$ cat src/rtl/ram_arbiter.sv
// Two-port arbiter (Z80 CPU and loader) for one synchronous 8-bit RAM, one access per four-cycle slot.
// Optional loader anti-starvation counter enabled by defining RAM_ARB_FAIRNESS_EN.
module ram_arbiter #(
   parameter int ADDR_W     = 14,
   parameter int STARVE_MAX = 4
) (
   input  logic              clk_sys,
   input  logic              reset,
   input  logic              cpu_req,
   input  logic              cpu_we,
   input  logic [ADDR_W-1:0] cpu_addr,
   input  logic [7:0]        cpu_wdata,
   output logic [7:0]        cpu_rdata,
   output logic              cpu_ack,
   output logic              cpu_wait,
   input  logic              ld_req,
   input  logic              ld_we,
   input  logic [ADDR_W-1:0] ld_addr,
   input  logic [7:0]        ld_wdata,
   output logic [7:0]        ld_rdata,
   output logic              ld_ack,
   output logic [ADDR_W-1:0] ram_addr,
   output logic [7:0]        ram_wdata,
   output logic              ram_we,
   input  logic [7:0]        ram_rdata,
   output logic              busy
);

   typedef enum logic [1:0] {IDLE, ACCESS, WAIT, DONE} state_t;

   state_t state, state_nx;
   logic   owner_ld;
   logic   lat_we;
   logic   grant;
   logic   grant_ld;
   logic   ld_wins;

   if (STARVE_MAX < 1) begin : g_bad_starve_max
      $error("STARVE_MAX must be at least 1");
   end

   always_ff @(posedge clk_sys or posedge reset) begin
      if (reset) state <= IDLE;
      else       state <= state_nx;
   end

   always_comb begin
      state_nx = state;
      grant    = 1'b0;
      grant_ld = 1'b0;
      case (state)
         IDLE: begin
            if (cpu_req || ld_req) begin
               grant    = 1'b1;
               grant_ld = ld_req && (!cpu_req || ld_wins);
               state_nx = ACCESS;
            end
         end
         ACCESS:  state_nx = WAIT;
         WAIT:    state_nx = DONE;
         DONE:    state_nx = IDLE;
         default: state_nx = IDLE;
      endcase
   end

   // The granted request is latched once, so a requester dropping req mid-access changes nothing.
   always_ff @(posedge clk_sys or posedge reset) begin
      if (reset) begin
         owner_ld  <= 1'b0;
         lat_we    <= 1'b0;
         ram_addr  <= '0;
         ram_wdata <= '0;
         cpu_rdata <= '0;
         ld_rdata  <= '0;
      end else begin
         if (grant) begin
            owner_ld  <= grant_ld;
            lat_we    <= grant_ld ? ld_we    : cpu_we;
            ram_addr  <= grant_ld ? ld_addr  : cpu_addr;
            ram_wdata <= grant_ld ? ld_wdata : cpu_wdata;
         end
         if (state == DONE && !lat_we) begin
            if (owner_ld) ld_rdata  <= ram_rdata;
            else          cpu_rdata <= ram_rdata;
         end
      end
   end

`ifdef RAM_ARB_FAIRNESS_EN
   localparam int                  STREAK_W   = $clog2(STARVE_MAX + 1);
   localparam logic [STREAK_W-1:0] STREAK_MAX = STREAK_W'(STARVE_MAX);

   logic [STREAK_W-1:0] streak;

   assign ld_wins = (streak == STREAK_MAX);

   // Counts CPU wins while the loader is waiting; once saturated the loader takes the next slot.
   always_ff @(posedge clk_sys or posedge reset) begin
      if (reset) begin
         streak <= '0;
      end else if (state == IDLE) begin
         if (grant && grant_ld)
            streak <= '0;
         else if (!ld_req)
            streak <= '0;
         else if (grant && streak != STREAK_MAX)
            streak <= streak + 1'b1;
      end
   end
`else
   assign ld_wins = 1'b0;
`endif

   assign ram_we   = (state == ACCESS) && lat_we;
   assign cpu_ack  = (state == DONE) && !owner_ld;
   assign ld_ack   = (state == DONE) && owner_ld;
   assign busy     = (state != IDLE);
   assign cpu_wait = cpu_req && !cpu_ack;

endmodule

$ cat config.mk
export PLATFORM = sky130hd
export DESIGN_NAME = ram_arbiter
export DESIGN_NICKNAME = d
export VERILOG_FILES = /design/src/rtl/ram_arbiter.sv
export SDC_FILE = /design/constraint.sdc
export NUM_CORES = 1
export LEC_CHECK = 0
export ABC_AREA = 1
export BUFFER_PORTS_ARGS = -buffer_cell sky130_fd_sc_hd__buf_4
export CAP_MARGIN = 10
export CORE_MARGIN = 4
export CORE_UTILIZATION = 46
export DETAILED_ROUTE_END_ITERATION = 8
export PLACE_DENSITY = 0.82
export SLEW_MARGIN = 40
export SYNTH_ARGS = -nofsm -noshare
export SYNTH_HDL_FRONTEND = slang
export SYNTH_SLANG_ARGS = --single-unit
$ cat constraint.sdc
create_clock -name clk_sys -period 1.7 [get_ports clk_sys]
set_input_delay 0 -clock clk_sys [delete_from_list [all_inputs] [get_ports clk_sys]]
set_output_delay 0 -clock clk_sys [all_outputs]
set_load 0.005 [all_outputs]
==> results.md, run 1 <==
* Antenna-violating nets left at 0
* Vias in the first global route at 2,256
* Port Buffer Count at 100
* Final setup viols at 0
* Maxcap violations at 0
* Die area at 5750 um2
* Yosys reg bits at 42
* Measured slew at the worst slew-check pin at 0.442 ns
* CTS Root Cell: clkbuf_8
* Clock slew at reported path FFs at 0.09 ns
* Core ar. at 4410 um2
* Final Wtd Congestion at 0.787
* HPWL reported at the end of detailed placement at 4050 um
* Fin. max-slew vios at 0
* Fmax at 670 MHz
* Hold wc startpoint: cpu_addr[12]
* Reg2reg start: state[1]$_DFFE_PP0P_
* First-pass GRT wire length at 10,400 um
* First-pass detailed-route iteration total at 4
* Most common cell on crit path: nand2_1
* Most frequent cells in the layout: 114 x nand2_1, 103 x buf_4, 62 x inv_1
* Nature of the critical path startpoint: flop
* Worst Setup SP: state[1]$_DFFE_PP0P_
* Synthesized cell area at 2120 um2
* Final wirelength at 6630 um
* Cells after Synth at 287
* Crit path capture type: flop
* Largest stage delay on the critical path at 0.41 ns
* Sum of negative setup slack at 0 ns
* Crit path max-delay family: simple AND/OR/NAND/NOR gates
* Area occupied by multi-input gates at 767 um2
* Placed cells at 434
* Final Non-Filler Cells at 487
* Hold crit path type: in -> reg
* GR Util All Layers at 0.244
* CTS Buf Count at 5
* Worst relative slew slack at 0.705
* Pwr Density at 1350 nW/um2
* Ratio of cells with drive above 1 in the final layout at 0.283
* Area growth syn-to-layout at 64.2%
* Most common cell after layout, fill and taps aside: nand2_1
* Bufs and invs on worst path at 2
* CP arrival at 1.69 ns
* Num ports at 101
* Library cells used by synthesis at 15
* Slowest CP cell: dfrtp_1
* Unrepaired setup endpoints after global routing: false
* Initial DRC Count at 135
* Rows at 24
* Drt via density at 4.75
* Largest net degree at the start of global routing at 25
* Die width at 75.8 um
* Ys Warns at 0
* Avg WL per Cell at 13.6 um
* Clock Latency Late Sink at 0.30 ns
* Clk_skew at 0.00634 ns
* Post-CTS Resized at 0
* CTS tree: yes
* Maximum fanout along the worst path at 23
* Post-synthesis sequential area ratio at 0.496
* CTS HTree Levels at 2
* Clock Sinks at 42
* FF+latch area at 1050 um2
* Hold Vio Cnt, Final at 0
* Vias at 2,312
* Initial Util at 0.480
* Post-CTS setup buffers at 0
* # hold bufs at CTS at 44
* DRC at 0
* Final nets at 496
* Crit Path Class: reg -> reg
* Fillers at 282
* Status: completed
* Grt ovf at 0
* Height of the die at 75.8 um
* Clock Tree Buf Depth at 2
* Avg Cell Area, Syn at 7.38 um2
* Maximum VDD drop at 0.791 mV
* Period minus WS final at 1.49 ns
* Critical Path RT at 1.90 ns
* Critical path cell sequence: inv_1 > ha_1 > nand2_1 > nor2_2 > buf_12 > nand2_1 > nand3_1 > nand2_1
* Cell leakage power at 2.03 nW
* Syn_nets at 350
* Period utilisation layout at 0.878
* Initial antenna violation count at 1
-- synthesized netlist by cell type --
cell	instances	area share
buf_4	2	0.0071
inv_2	2	0.0035
dfrtp_1	42	0.50
nand3_2	1	0.0047
nor2_1	1	0.0018
nand2_2	2	0.0059
nor2_4	2	0.011
nand3_1	23	0.054
nor2_2	2	0.0059
inv_1	63	0.11
o21ai_1	13	0.031
o21ai_0	7	0.017
nand2_1	114	0.20
ha_1	5	0.030
buf_2	8	0.019
-- flip-flops by register name, summed over array words and instances, names as in the netlist --
register / count
cpu_rdata: 8
lat_we: 1
ld_rdata: 8
owner_ld: 1
ram_addr: 14
ram_wdata: 8
state: 2
-- path summary, 6_finish.rpt --
kind / to / cells after the start / slack (ns)
setup / recovery: ram_addr[1]$_DFFE_PP0P_ / 8 / 0.21
hold / removal: ram_addr[12]$_DFFE_PP0P_ / 5 / 0.002
setup reg to reg: ram_addr[1]$_DFFE_PP0P_ / 8 / 0.21
hold reg to reg: ram_wdata[0]$_DFFE_PP0P_ / 2 / 0.48
max in group asynchronous: ram_addr[2]$_DFFE_PP0P_ / 4 / 0.97
min in group asynchronous: ram_addr[5]$_DFFE_PP0P_ / 3 / 0.25
-- power breakdown --
group          switching (mW)  internal [mW]
Combinational            1.08           1.15
Clock                   0.371          0.294
Sequential              0.306           1.50
-- worst min-delay path, stage by stage --
cell and delay, ns:
buf_4 0.08, inv_1 0.03, nand2_1 0.05, nand3_1 0.06, nand2_1 0.06
-- layer usage --
| layer | part of all wire | vias to the layer above | track usage |
|---|---|---|---|
| met2 | 0.51 | 97 | 0.417 |
| met5 | 0 | - | 0 |
| met4 | 0.044 | 0 | 0.136 |
| li1 | - | 1129 | - |
| met3 | 0.066 | 25 | 0.0435 |
| met1 | 0.38 | 1061 | 0.286 |
-- final cells by class --
cell class                      count  area share
Sequential cell                    42       0.302
Clock inverter                      3     0.00684
Timing Repair Buffer              149       0.361
Inverter                           65      0.0702
Antenna cell                        1    0.000720
Clock buffer                        5      0.0198
Tap cell                           52      0.0187
Multi-Input combinational cell    170       0.221
-- cells by family after synthesis --
logic type | share of synthesized area
AO/OA/AOI/OAI | 0.0473
buffers and inverters | 0.141
AND/OR/NAND/NOR | 0.285
flip-flops | 0.496
adder cells (fa/ha/maj) | 0.0296
-- through the flow --
stage	utilization	total power [mW]	hold slack, ns	instance area [um2]	setup WS (ns)
2_1_floorplan	-	2.81	0.109	2120	0.381
3_3_place_gp	0.666	3.87	0.0706	2940	0.311
3_5_place_dp	0.666	3.94	0.0859	2940	0.272
4_1_cts	0.787	4.72	0.000430	3470	0.216
5_1_grt	0.787	5.08	0.0299	3480	0.126
6_report	0.787	4.70	0.00214	3480	0.208
Power figures use the tool's default switching activity.
==> run 2: changes to the inputs <==
--- a/config.mk
+++ b/config.mk
@@ -5,13 +5,13 @@
 export SDC_FILE = /design/constraint.sdc
 export NUM_CORES = 1
 export LEC_CHECK = 0
-export ABC_AREA = 1
+export ABC_AREA = 0
 export BUFFER_PORTS_ARGS = -buffer_cell sky130_fd_sc_hd__buf_4
 export CAP_MARGIN = 10
 export CORE_MARGIN = 4
-export CORE_UTILIZATION = 46
+export CORE_UTILIZATION = 44
 export DETAILED_ROUTE_END_ITERATION = 8
-export PLACE_DENSITY = 0.82
+export PLACE_DENSITY = 0.81
 export SLEW_MARGIN = 40
 export SYNTH_ARGS = -nofsm -noshare
 export SYNTH_HDL_FRONTEND = slang
==> results.md, run 2 <==
* Die area at 5430 um2 (-5.5%)
* Vias in the first global route at 1,973 (-13%)
* Pwr Density at 1480 nW/um2 (+9.3%)
* Rows at 23 (-4.2%)
* Largest net degree at the start of global routing at 26 (+4.0%)
* Avg WL per Cell at 15.4 um (+13%)
* Die width at 73.7 um (-2.8%)
* Setup ws final at 0.141 ns (-0.0663 ns)
* Final setup viols at 0 (unchanged)
* Syn_nets at 249 (-29%)
* Critical Path RT at 1.87 ns (-0.03 ns)
* Drt via density at 5.01 (+5.4%)
* Bufs and invs on worst path at 0 (-2)
* CTS Root Cell: clkbuf_8
* Cell leakage power at 1.57 nW (-23%)
* Synth area leader: dfrtp_1
* CP arrival at 1.73 ns (+0.04 ns)
* Clk_skew at 0.00783 ns (+0.00149 ns)
* Ys Warns at 0 (unchanged)
* Maximum fanout along the worst path at 8 (-65%)
* # hold bufs at CTS at 37 (-16%)
* Core ar. at 4090 um2 (-7.4%)
* Period utilisation layout at 0.917 (+0.0390)
* Fmax at 642 MHz (-4.3%)
* Ratio of cells with drive above 1 in the final layout at 0.394 (+0.110)
* Fin. max-slew vios at 0 (unchanged)
* Hold Vio Cnt, Final at 0 (unchanged)
* DRC at 0 (unchanged)
* Maximum VDD drop at 0.866 mV (+9.5%)
* Ys flop type: dfrtp_1
* Measured slew at the worst slew-check pin at 0.700 ns (+0.258 ns)
* Critical path cell sequence: ha_1 > and2_1 > nand2b_1 > mux2_2
* Area growth syn-to-layout at 67.1%
* Initial Util at 0.465 (-0.0145)
* Post-CTS setup buffers at 0 (unchanged)
* Reg2reg setup slack at 0.14 ns (-0.07 ns)
* Clock Tree Buf Depth at 2 (unchanged)
* Port Buffer Count at 100 (unchanged)
* CTS HTree Levels at 2 (unchanged)
* Final wirelength at 5760 um (-13%)
* Unrepaired setup endpoints after global routing: false
* Max reg flops at 14 (unchanged)
* Final nets at 388 (-22%)
* Reg2reg start: state[1]$_DFFE_PP0P_
* First-pass detailed-route iteration total at 4 (unchanged)
* Final Wtd Congestion at 0.752 (-4.4%)
* Antenna-violating nets left at 0 (unchanged)
* Nature of the critical path startpoint: flop
* WHS Endpoint: ram_wdata[6]$_DFFE_PP0P_
* Synthesized cell area at 1900 um2 (-10%)
* Worst relative slew slack at 0.530 (-0.174)
* Yosys reg bits at 42 (unchanged)
* Clock Sinks at 42 (unchanged)
* Clock slew at reported path FFs at 0.08 ns (about the same)
* Height of the die at 73.7 um (-2.8%)
* Crit path capture type: flop
* Initial DRC Count at 144 (+6.7%)
* Most common cell after layout, fill and taps aside: buf_4
* Reg2reg end: ld_rdata[2]$_DFFE_PP0P_
* Largest stage delay on the critical path at 0.41 ns (about the same)
* CTS Buf Count at 5 (unchanged)
* Diode count at 0 (-1)
* Crit Path Class: reg -> reg
* Num ports at 101 (unchanged)
* Maxcap violations at 0 (unchanged)
* Top-area cell type share of the netlist area at 0.553 (+0.0565)
* Sum of negative setup slack at 0 ns (unchanged)
* Post-synthesis sequential area ratio at 0.553 (+0.0565)
* Worst slack, placed at 0.146 ns (-0.126 ns)
* Library cells used by synthesis at 21 (+6)
* Most common cell in the netlist: a21oi_1
* Most frequent cells in the layout: 101 x buf_4, 46 x a21oi_1, 42 x dfrtp_1
* Post-CTS Resized at 0 (unchanged)
* Grt ovf at 0 (unchanged)
* First-pass GRT wire length at 9330 um (-10%)
* Crit path max-delay family: simple AND/OR/NAND/NOR gates
* CTS tree: yes
* Largest register by flop count: ram_addr
* Hold_ws at 0.00741 ns (+0.00527 ns)
* Vias at 1,877 (-19%)
* Avg Cell Area, Syn at 10.2 um2 (+39%)
* GR Util All Layers at 0.223 (-0.0208)
* Initial antenna violation count at 0 (-1)
* Cells after Synth at 186 (-35%)
* Asr flop ratio synth at 1.00 (unchanged)
* Clock Latency Late Sink at 0.29 ns (about the same)
* Number of flops mapped to enable cells by yosys at 0 (unchanged)
* Status: completed
* R2R depth at 4 (-4)
* Commonest cells post-synth: 46 x a21oi_1, 42 x dfrtp_1, 25 x nor2_1
* Synth top area cells: dfrtp_1 55%, a21oi_1 12%, mux2_2 8.3%
* HPWL reported at the end of detailed placement at 3820 um (-5.7%)
* Worst hold stages at 3 (-2)
* Period minus WS final at 1.56 ns (+0.0663 ns)
* Slowest CP cell: dfrtp_1
* Hold wc startpoint: ld_wdata[6]
* PnR Total Power at 4.70 mW (-0.10%)
* Hold crit path type: in -> reg
run 2: cell types whose count changed after synthesis, moves of 12 or more:
cell and change:
nand2_1 -90, inv_1 -58, a21oi_1 +46, nor2_1 +24
nand3_1 -23, mux2_2 +14, o21ai_1 -12
run 2: per-layer routing:
layer | share of wire | up-vias | wire length, um | global-route usage
li1 | - | 900 | - | -
met1 | 0.39 | 880 | 2240 | 0.262
met2 | 0.50 | 88 | 2870 | 0.385
met3 | 0.10 | 9 | 592 | 0.0848
met4 | 0.011 | 0 | 61 | 0.0483
met5 | 0 | - | 0 | 0
run 2: worst max path at each step:
stage	from	to	slack, ns	cells past startpoint
finish	state[1]$_DFFE_PP0P_	ld_rdata[2]$_DFFE_PP0P_	0.14	4
floorplan	state[0]$_DFFE_PP0P_	ld_rdata[0]$_DFFE_PP0P_	0.26	5
global placement	state[0]$_DFFE_PP0P_	ld_rdata[2]$_DFFE_PP0P_	0.19	4
global route	state[1]$_DFFE_PP0P_	ram_addr[6]$_DFFE_PP0P_	0.05	6
CTS	state[1]$_DFFE_PP0P_	ld_rdata[2]$_DFFE_PP0P_	0.13	4
detailed placement	state[1]$_DFFE_PP0P_	ld_rdata[6]$_DFFE_PP0P_	0.15	4
run 2: power breakdown:
part / total [mW] / switching [mW] / internal [mW]
Clock: 0.594 / 0.318 / 0.276
Sequential: 1.82 / 0.311 / 1.51
Combinational: 2.28 / 0.985 / 1.29
run 2: area by class of cell:
type	instances	area [um2]
clock buffers	5	68.8
flip-flops and latches	42	1050
inverters	5	18.8
well taps	50	62.6
clock inverters	2	10.0
fillers	277	910
repair buffers	142	1200
multi-input cells	129	767
run 2: worst reg2reg max path: cells and delay by family (launching register included):
kind                       cells  cell delay, ns
DFF                            1            0.41
muxes                          1            0.38
and+or+nand+nor                2            0.45
adders and majority gates      1            0.20
run 2: stage by stage:
stage	cells	util	cell area, um2
after floorplan	186	-	1900
after global placement	330	0.663	2710
after detailed placement	330	0.665	2720
after CTS	374	0.775	3170
after global routing	375	0.777	3180
final	375	0.777	3180
run 2: logic make-up (layout without fill, tap and decap cells):
kind of cell / count (synthesis) / count (layout) / synth area share
compound gates: 50 / 50 / 0.136
simple gates: 57 / 57 / 0.128
mux: 17 / 17 / 0.101
fa+ha+maj: 5 / 5 / 0.0329
buf+inv: 15 / 154 / 0.0494
flops: 42 / 42 / 0.553
